### src/rtl/status_register_unit.sv
// Status register unit: holds the architectural {N,Z,C,V} flags, tracks how
// many flag-setting instructions are in flight, and raises a hazard when an
// ID-stage instruction reads the flags while a setter is still in flight.
// Optional feature macro: STATUS_SHADOW_EN adds a save/restore shadow copy of
// the flags (ports save, restore, shadow_reg).
module status_register_unit (
   input  logic       clk,
   input  logic       rst,
   input  logic       id_issue,
   input  logic       id_set_flags,
   input  logic       id_uses_flags,
   input  logic       exe_valid,
   input  logic       exe_s,
   input  logic       exe_cond_pass,
   input  logic [3:0] alu_nzcv,
   input  logic       msr_we,
   input  logic [3:0] msr_data,
   input  logic       flush,
   input  logic       freeze,
`ifdef STATUS_SHADOW_EN
   input  logic       save,
   input  logic       restore,
   output logic [3:0] shadow_reg,
`endif
   output logic [3:0] status_reg,
   output logic       flag_hazard,
   output logic [1:0] pending_cnt,
   output logic       err_ovf,
   output logic       err_udf
);

   logic [3:0] r_statusReg;
   logic [1:0] r_pendingCnt;
   logic       r_errOvf;
   logic       r_errUdf;
   logic       w_aluUpdate;
   logic       w_incEvent;
   logic       w_decEvent;

   // A flag setter enters the window at issue and leaves it when it reaches
   // EXE, whether or not its condition passed; only a passing one writes.
   assign w_aluUpdate = exe_valid & exe_s & exe_cond_pass;
   assign w_incEvent  = id_issue & id_set_flags;
   assign w_decEvent  = exe_valid & exe_s;

`ifdef STATUS_SHADOW_EN
   logic [3:0] r_shadowReg;

   // Flags and shadow copy; restore wins over every other write, and save
   // captures the pre-update flags so save+restore together is a swap.
   always_ff @(posedge clk or posedge rst) begin
      if (rst) begin
         r_statusReg <= 4'b0000;
         r_shadowReg <= 4'b0000;
      end else if (!freeze) begin
         if (restore) begin
            r_statusReg <= r_shadowReg;
         end else if (msr_we) begin
            r_statusReg <= msr_data;
         end else if (w_aluUpdate) begin
            r_statusReg <= alu_nzcv;
         end
         if (save) begin
            r_shadowReg <= r_statusReg;
         end
      end
   end

   assign shadow_reg = r_shadowReg;
`else
   // Flags register; a direct write takes precedence over the ALU result.
   always_ff @(posedge clk or posedge rst) begin
      if (rst) begin
         r_statusReg <= 4'b0000;
      end else if (!freeze) begin
         if (msr_we) begin
            r_statusReg <= msr_data;
         end else if (w_aluUpdate) begin
            r_statusReg <= alu_nzcv;
         end
      end
   end
`endif

   // In-flight setter count, saturating at 0 and 3 with sticky error flags;
   // flush empties the pipeline so it clears the count outright.
   always_ff @(posedge clk or posedge rst) begin
      if (rst) begin
         r_pendingCnt <= 2'd0;
         r_errOvf     <= 1'b0;
         r_errUdf     <= 1'b0;
      end else if (!freeze) begin
         if (flush) begin
            r_pendingCnt <= 2'd0;
         end else if (w_incEvent && !w_decEvent) begin
            if (r_pendingCnt == 2'd3) begin
               r_errOvf <= 1'b1;
            end else begin
               r_pendingCnt <= r_pendingCnt + 2'd1;
            end
         end else if (w_decEvent && !w_incEvent) begin
            if (r_pendingCnt == 2'd0) begin
               r_errUdf <= 1'b1;
            end else begin
               r_pendingCnt <= r_pendingCnt - 2'd1;
            end
         end
      end
   end

   assign status_reg  = r_statusReg;
   assign pending_cnt = r_pendingCnt;
   assign err_ovf     = r_errOvf;
   assign err_udf     = r_errUdf;
   assign flag_hazard = id_uses_flags & (r_pendingCnt != 2'd0);

endmodule

### config.mk
export PLATFORM = sky130hd
export DESIGN_NAME = status_register_unit
export DESIGN_NICKNAME = d
export VERILOG_FILES = /design/src/rtl/status_register_unit.sv
export SDC_FILE = /design/constraint.sdc
export NUM_CORES = 1
export LEC_CHECK = 0
export CAP_MARGIN = 25
export CORE_AREA = 3 3 40 42
export CTS_BUF_LIST = sky130_fd_sc_hd__clkbuf_8
export DETAILED_ROUTE_END_ITERATION = 16
export DIE_AREA = 0 0 43 45
export DONT_BUFFER_PORTS = 1
export GPL_TIMING_DRIVEN = 0
export MAX_ROUTING_LAYER = met4
export SLEW_MARGIN = 10
export SYNTH_ARGS = -nofsm -noshare
export SYNTH_HDL_FRONTEND = slang
export SYNTH_SLANG_ARGS = --single-unit
### constraint.sdc
create_clock -name clk -period 3.5 [get_ports clk]
set_input_delay 0.7 -clock clk [delete_from_list [all_inputs] [get_ports clk]]
set_output_delay 0.7 -clock clk [all_outputs]
set_load 0.05 [all_outputs]
==> results of run 1 <==
-- worst max path at each step --
stage                             end  slack, ps  cells past startpoint
after global placement    flag_hazard       1550                      2
final                     flag_hazard       1320                      2
after global routing      flag_hazard       1270                      1
after CTS                 flag_hazard       1300                      2
after detailed placement  flag_hazard       1550                      2
after floorplan           flag_hazard       1590                      2
-- through the flow --
stage / setup WS, ps / power [mW] / hold slack [ps] / utilization, % / area [sq um]
floorplan: 1587 / 0.2084 / 515.7 / - / 439.2
global route: 1268 / 0.3404 / 337.0 / 38.85 / 499.2
CTS: 1304 / 0.3277 / 322.2 / 38.85 / 499.2
global placement: 1551 / 0.2165 / 562.8 / 35.64 / 457.9
finish: 1319 / 0.3220 / 313.4 / 38.85 / 499.2
detailed placement: 1547 / 0.2173 / 558.8 / 35.64 / 457.9
-- worst max-delay path: stages, from the launching register on --
cell	delay, ps
dfrtp_1	630
buf_6	200
o21a_1	420
-- power by group --
part,total [mW],switching [mW],internal [mW]
clock network,0.108,0.0335,0.0743
logic,0.0469,0.0266,0.0203
registers,0.167,0.0614,0.106
total,0.322,0.122,0.200
-- cells by family (layout without fill, tap and decap cells) --
| logic type | after synthesis | in the layout | share of synthesized area [%] |
|---|---|---|---|
| flip-flops | 8 | 8 | 45.58 |
| multiplexers | 5 | 5 | 11.40 |
| buffers and inverters | 4 | 7 | 5.412 |
| XOR/XNOR | 1 | 1 | 1.995 |
| AO/OA/AOI/OAI | 13 | 13 | 19.94 |
| AND/OR/NAND/NOR | 14 | 14 | 15.67 |
-- layer usage --
| layer | vias up | GRT usage [%] | routed length (microns) |
|---|---|---|---|
| li1 | 167 | - | - |
| met1 | 146 | 9.630 | 340 |
| met2 | 8 | 16.17 | 451 |
| met3 | 2 | 4.382 | 82 |
| met4 | 0 | 5.422 | 8 |
| met5 | - | - | 0 |
-- cells in the mapped netlist, drive strengths merged --
library cell,n,area share (%)
a31oi,1,1.4
nor3b,1,2.8
dfrtp,8,46
a32oi,1,2.0
a22oi,1,1.7
buf,2,3.7
mux2i,5,11
inv,2,1.7
o21a,1,1.7
xnor2,1,2.0
a21oi,5,5.7
a31o,1,2.0
o221ai,1,2.0
or3b,1,2.0
o21ai,1,1.1
nand2,5,4.3
a41o,1,2.3
nor2,7,6.6
-- area by class of cell --
cell class,count,area [sq um]
fillers,140,785.8
well taps,15,18.77
inverters,2,7.507
plain buffers,2,16.27
flip-flops and latches,8,200.2
multi-input cells,33,215.2
clock buffers,3,41.29
==> summary.txt, run 1 <==
Run status
  – Status: finished, final reports clean

STA
  – Worst Tran Pin Value: 593.3 ps
  – Final number of hold-violating endpoints: 0
  – Fin. max-slew vios: 0
  – Worst rel slew slack: 60.45%
  – Fmax: 458.5 MHz
  – Final setup fails: 0
  – Skew final: 0.2915 ps
  – Post-route minimum period: 2181 ps
  – Period Utilization, post-route: 62.31%
  – Final setup TNS: 0 ps
  – RSZ-0062 raised after global routing: false

Routing
  – Total wire length: 882 microns
  – DRC viols: 0
  – Drt first pass iters: 4
  – Initial DRC count: 2
  – Total number of vias: 323
  – DRT antenna net count: 0
  – Vias per cell: 5.127
  – DR WL/cell: 14.00 microns

Clock network
  – Worst skew pair latency: 220 ps
  – Clock transition at the registers of the reported paths: 40 ps
  – Cts bufs inserted: 3
  – PostCTS Resize Cnt: 0
  – TritonCTS clock tree: done
  – # H-tree levels: 1
  – Clock sink count: 8
  – # Post-CTS Setup Buffers: 0
  – Root buf cell: clkbuf_8
  – Hold-fix buffer count after cts: 0
  – Clock Tree Buf Depth: 2

Setup path
  – Setup crit start kind: register
  – Crit path kind: register to output pin
  – Crit path launch: pending_cnt[0]
  – Setup crit end kind: output pin
  – Critical R2R Capture: pending_cnt[1]
  – Arr. time, crit path: 1480 ps
  – Worst Reg2Reg Path Length in Cells: 4
  – RR Startpoint: pending_cnt[0]
  – CP Max Fanout: 8
  – Critical Path RT: 2800 ps
  – FF-to-FF setup slack: 2000 ps

Synth
  – Post-Synthesis Cells: 45
  – Yosys warnings: 0
  – Mean Syn Cell Area: 9.759 sq um
  – Synth Net Count: 64
  – Synth Register Bits: 8
  – Seq/Total Area, Yosys: 45.58%
  – Yosys cell types: 20
  – Cell area after synthesis: 439.2 sq um

Flow run
  – Max-Cap Viols: 0

Placement
  – Gpl congestion: 0.6407
  – I/O Buffers: 0
  – HPWL after DPL: 748.9 microns
  – # placed instances: 60

Finish
  – Nets@finish: 69
  – Largest register FFs: 4
  – Layout Area Growth over Synthesis: 13.68%
  – Commonest non-fill, non-tap cell in the layout: dfrtp_1
  – Share of layout cells above drive strength 1: 14.58%
  – Commonest non-fill, non-tap cells in the layout: dfrtp_1, nor2_1, nand2_1, mux2i_1, a21oi_1
  – Non-filler cells in the finished layout: 63
  – Antenna fix cells: 0

GRT
  – Antenna violations before repair: 0
  – Total gr overflow: 0
  – First-pass GRT wire length: 1352 microns
  – Largest net degree at the start of global routing: 9
  – Total GRT Usage: 9.775%
  – Vias in the first global route: 331

Floorplan
  – Io pins: 28
  – Starting density of the core: 34.18%
  – Core ar.: 1285 sq um
  – Die Y: 45 microns
  – Die width: 43 microns
  – Die area: 1935 sq um
  – Placement Rows: 13

Pwr
  – Leak: 0.2218 nW
  – Pwr Density: 645.1 nW/um^2
  – VDD IR-drop max: 0.2971 mV

Worst hold path
  – Hold Crit Class: primary input to asynchronous set/reset pin
Note: power is estimated with default switching activity, not from simulation.
==> run 2: changes to the inputs <==
==> constraint.sdc (replaced) <==
create_clock -name clk -period 1.85 [get_ports clk]
set_input_delay 0.37 -clock clk [delete_from_list [all_inputs] [get_ports clk]]
set_output_delay 0.37 -clock clk [all_outputs]
set_load 0.05 [all_outputs]
==> summary.txt, run 2 (synthesis results as in run 1) <==
Routing
  – Drt first pass iters: 4 (unchanged)
  – Initial DRC count: 2 (unchanged)
  – DR WL/cell: 13.78 microns (-1.6%)
  – DRC viols: 0 (unchanged)
  – Total number of vias: 325 (+0.62%)
  – Total wire length: 882 microns (unchanged)
  – DRT antenna net count: 0 (unchanged)
  – Vias per cell: 5.078 (-0.95%)

Flow run
  – Max-Cap Viols: 0 (unchanged)

Finish
  – Utilization after layout: 39.73% (+0.88 points)
  – Share of layout cells above drive strength 1: 16.33% (+1.7 points)
  – Largest register FFs: 4 (unchanged)
  – Layout Area Growth over Synthesis: 16.24%
  – Nets@finish: 70 (+1.4%)
  – Final Cell Area: 510.5 sq um (+2.3%)
  – Antenna fix cells: 0 (unchanged)
  – Layout fillers: 138 (-1.4%)
  – Commonest non-fill, non-tap cell in the layout: dfrtp_1
  – Non-filler cells in the finished layout: 64 (+1.6%)
  – Commonest non-fill, non-tap cells in the layout: dfrtp_1, nor2_1, nand2_1, mux2i_1, a21oi_1

Floorplan
  – Placement Rows: 13 (unchanged)
  – Core ar.: 1285 sq um (unchanged)
  – Die area: 1935 sq um (unchanged)
  – Die Y: 45 microns (unchanged)
  – Starting density of the core: 34.18% (unchanged)
  – Io pins: 28 (unchanged)
  – Die width: 43 microns (unchanged)

Placement
  – Dpl cell area: 457.9 sq um (unchanged)
  – Gpl congestion: 0.6407 (unchanged)
  – I/O Buffers: 0 (unchanged)
  – HPWL after DPL: 748.9 microns (unchanged)
  – # placed instances: 60 (unchanged)

Setup path
  – Cells along the critical path: buf_6, o21a_2
  – Critical path's slowest cell: dfrtp_1
  – Arr. time, crit path: 1350 ps (-130 ps)
  – Crit path kind: register to output pin
  – Setup crit end kind: output pin
  – Cell family with most CP delay: flip-flops
  – CP Max Fanout: 8 (unchanged)
  – FF-to-FF setup slack: 340 ps (-1660 ps)
  – Worst stage delay on the critical path: 630 ps (about the same)
  – Critical Path RT: 1480 ps (-1320 ps)
  – Buf/Inv on CP: 1 (unchanged)
  – Setup crit start kind: register

Run status
  – Status: finished, final reports clean

STA
  – Final number of hold-violating endpoints: 0 (unchanged)
  – Post-route minimum period: 1718 ps
  – Final setup TNS: 0 ps (unchanged)
  – Worst Tran Pin Value: 590.6 ps (-2.692 ps)
  – Final setup fails: 0 (unchanged)
  – Fmax: 582.1 MHz
  – RSZ-0062 raised after global routing: false
  – Fin. max-slew vios: 0 (unchanged)
  – Skew final: 0.2915 ps (unchanged)
  – Period Utilization, post-route: 92.86%
  – Worst rel slew slack: 60.63% (+0.18 points)

Clock network
  – Root buf cell: clkbuf_8
  – Clock transition at the registers of the reported paths: 40 ps (about the same)
  – # H-tree levels: 1 (unchanged)
  – Clock Tree Buf Depth: 2 (unchanged)
  – # Post-CTS Setup Buffers: 0 (unchanged)
  – TritonCTS clock tree: done
  – Worst skew pair latency: 220 ps (about the same)
  – Cts bufs inserted: 3 (unchanged)
  – Clock sink count: 8 (unchanged)

Worst hold path
  – Hold Crit Class: primary input to register

Pwr
  – VDD IR-drop max: 0.5621 mV (+89%)
  – Total power: 611.8 uW (+90%)
  – Leak: 0.2269 nW (+2.3%)
  – Pwr Density: 1198 nW/um^2 (+86%)

GRT
  – Antenna violations before repair: 0 (unchanged)
  – First-pass GRT wire length: 1338 microns (-1.0%)
  – Total GRT Usage: 9.689% (-0.087 points)
  – Largest net degree at the start of global routing: 9 (unchanged)
  – Vias in the first global route: 325 (-1.8%)
  – Total gr overflow: 0 (unchanged)
run 2: worst reg2reg max path, delay by kind of cell, from the launching register on:
family | cells | cell delay [ps]
and+or+nand+nor | 1 | 380
buffers and inverters | 1 | 230
AOI/OAI and AO/OA | 2 | 220
DFF | 1 | 560
run 2: report_power, final:
group	total, mW	switching, mW	leakage, nW	internal (mW)
Sequential	0.316	0.116	0.0945	0.200
Combinational	0.0914	0.0508	0.111	0.0406
Clock	0.204	0.0634	0.0216	0.141
Total	0.612	0.230	0.227	0.381
run 2: per-stage QoR:
step | setup slack [ps] | hold slack [ps]
finish | 132.2 | 245.7
global placement | 231.4 | 232.8
CTS | 120.2 | 244.6
detailed placement | 226.6 | 228.8
floorplan | 266.7 | 185.7
global route | 68.57 | 238.7
run 2: timing repair:
item | 4_1_cts | 5_1_grt
hold buffers | 1 | 0
endpoints found under the hold margin | 8 | 0
gates resized for setup | 1 | 0
endpoints found under the setup margin | 1 | 0
run 2: metal layers:
metal | vias up | GRT usage (%) | share of wire (%)
met4 | 0 | 5.422 | 0.91
met2 | 8 | 16.17 | 51
met5 | - | - | 0
li1 | 169 | - | -
met3 | 2 | 4.382 | 9.6
met1 | 146 | 9.383 | 38
run 2: worst paths after layout:
check                                from              to  depth (start not counted)
setup / recovery           pending_cnt[0]     flag_hazard                          2
hold / removal                      flush  pending_cnt[1]                          1
setup reg to reg           pending_cnt[0]  pending_cnt[1]                          4
hold reg to reg             status_reg[3]   status_reg[3]                          2
max in group asynchronous             rst   status_reg[2]                          2
min in group asynchronous             rst  pending_cnt[1]                          2
run 2: cell type report:
| type | instances | area [sq um] | area share [%] |
|---|---|---|---|
| buffer | 2 | 16.27 | 3.186 |
| clock buffer | 3 | 41.29 | 8.088 |
| inverter | 2 | 7.507 | 1.471 |
| multi-input combinational | 33 | 216.5 | 42.40 |
| sequential | 8 | 200.2 | 39.22 |
| tap | 15 | 18.77 | 3.676 |
| timing repair buffer | 1 | 10.01 | 1.961 |
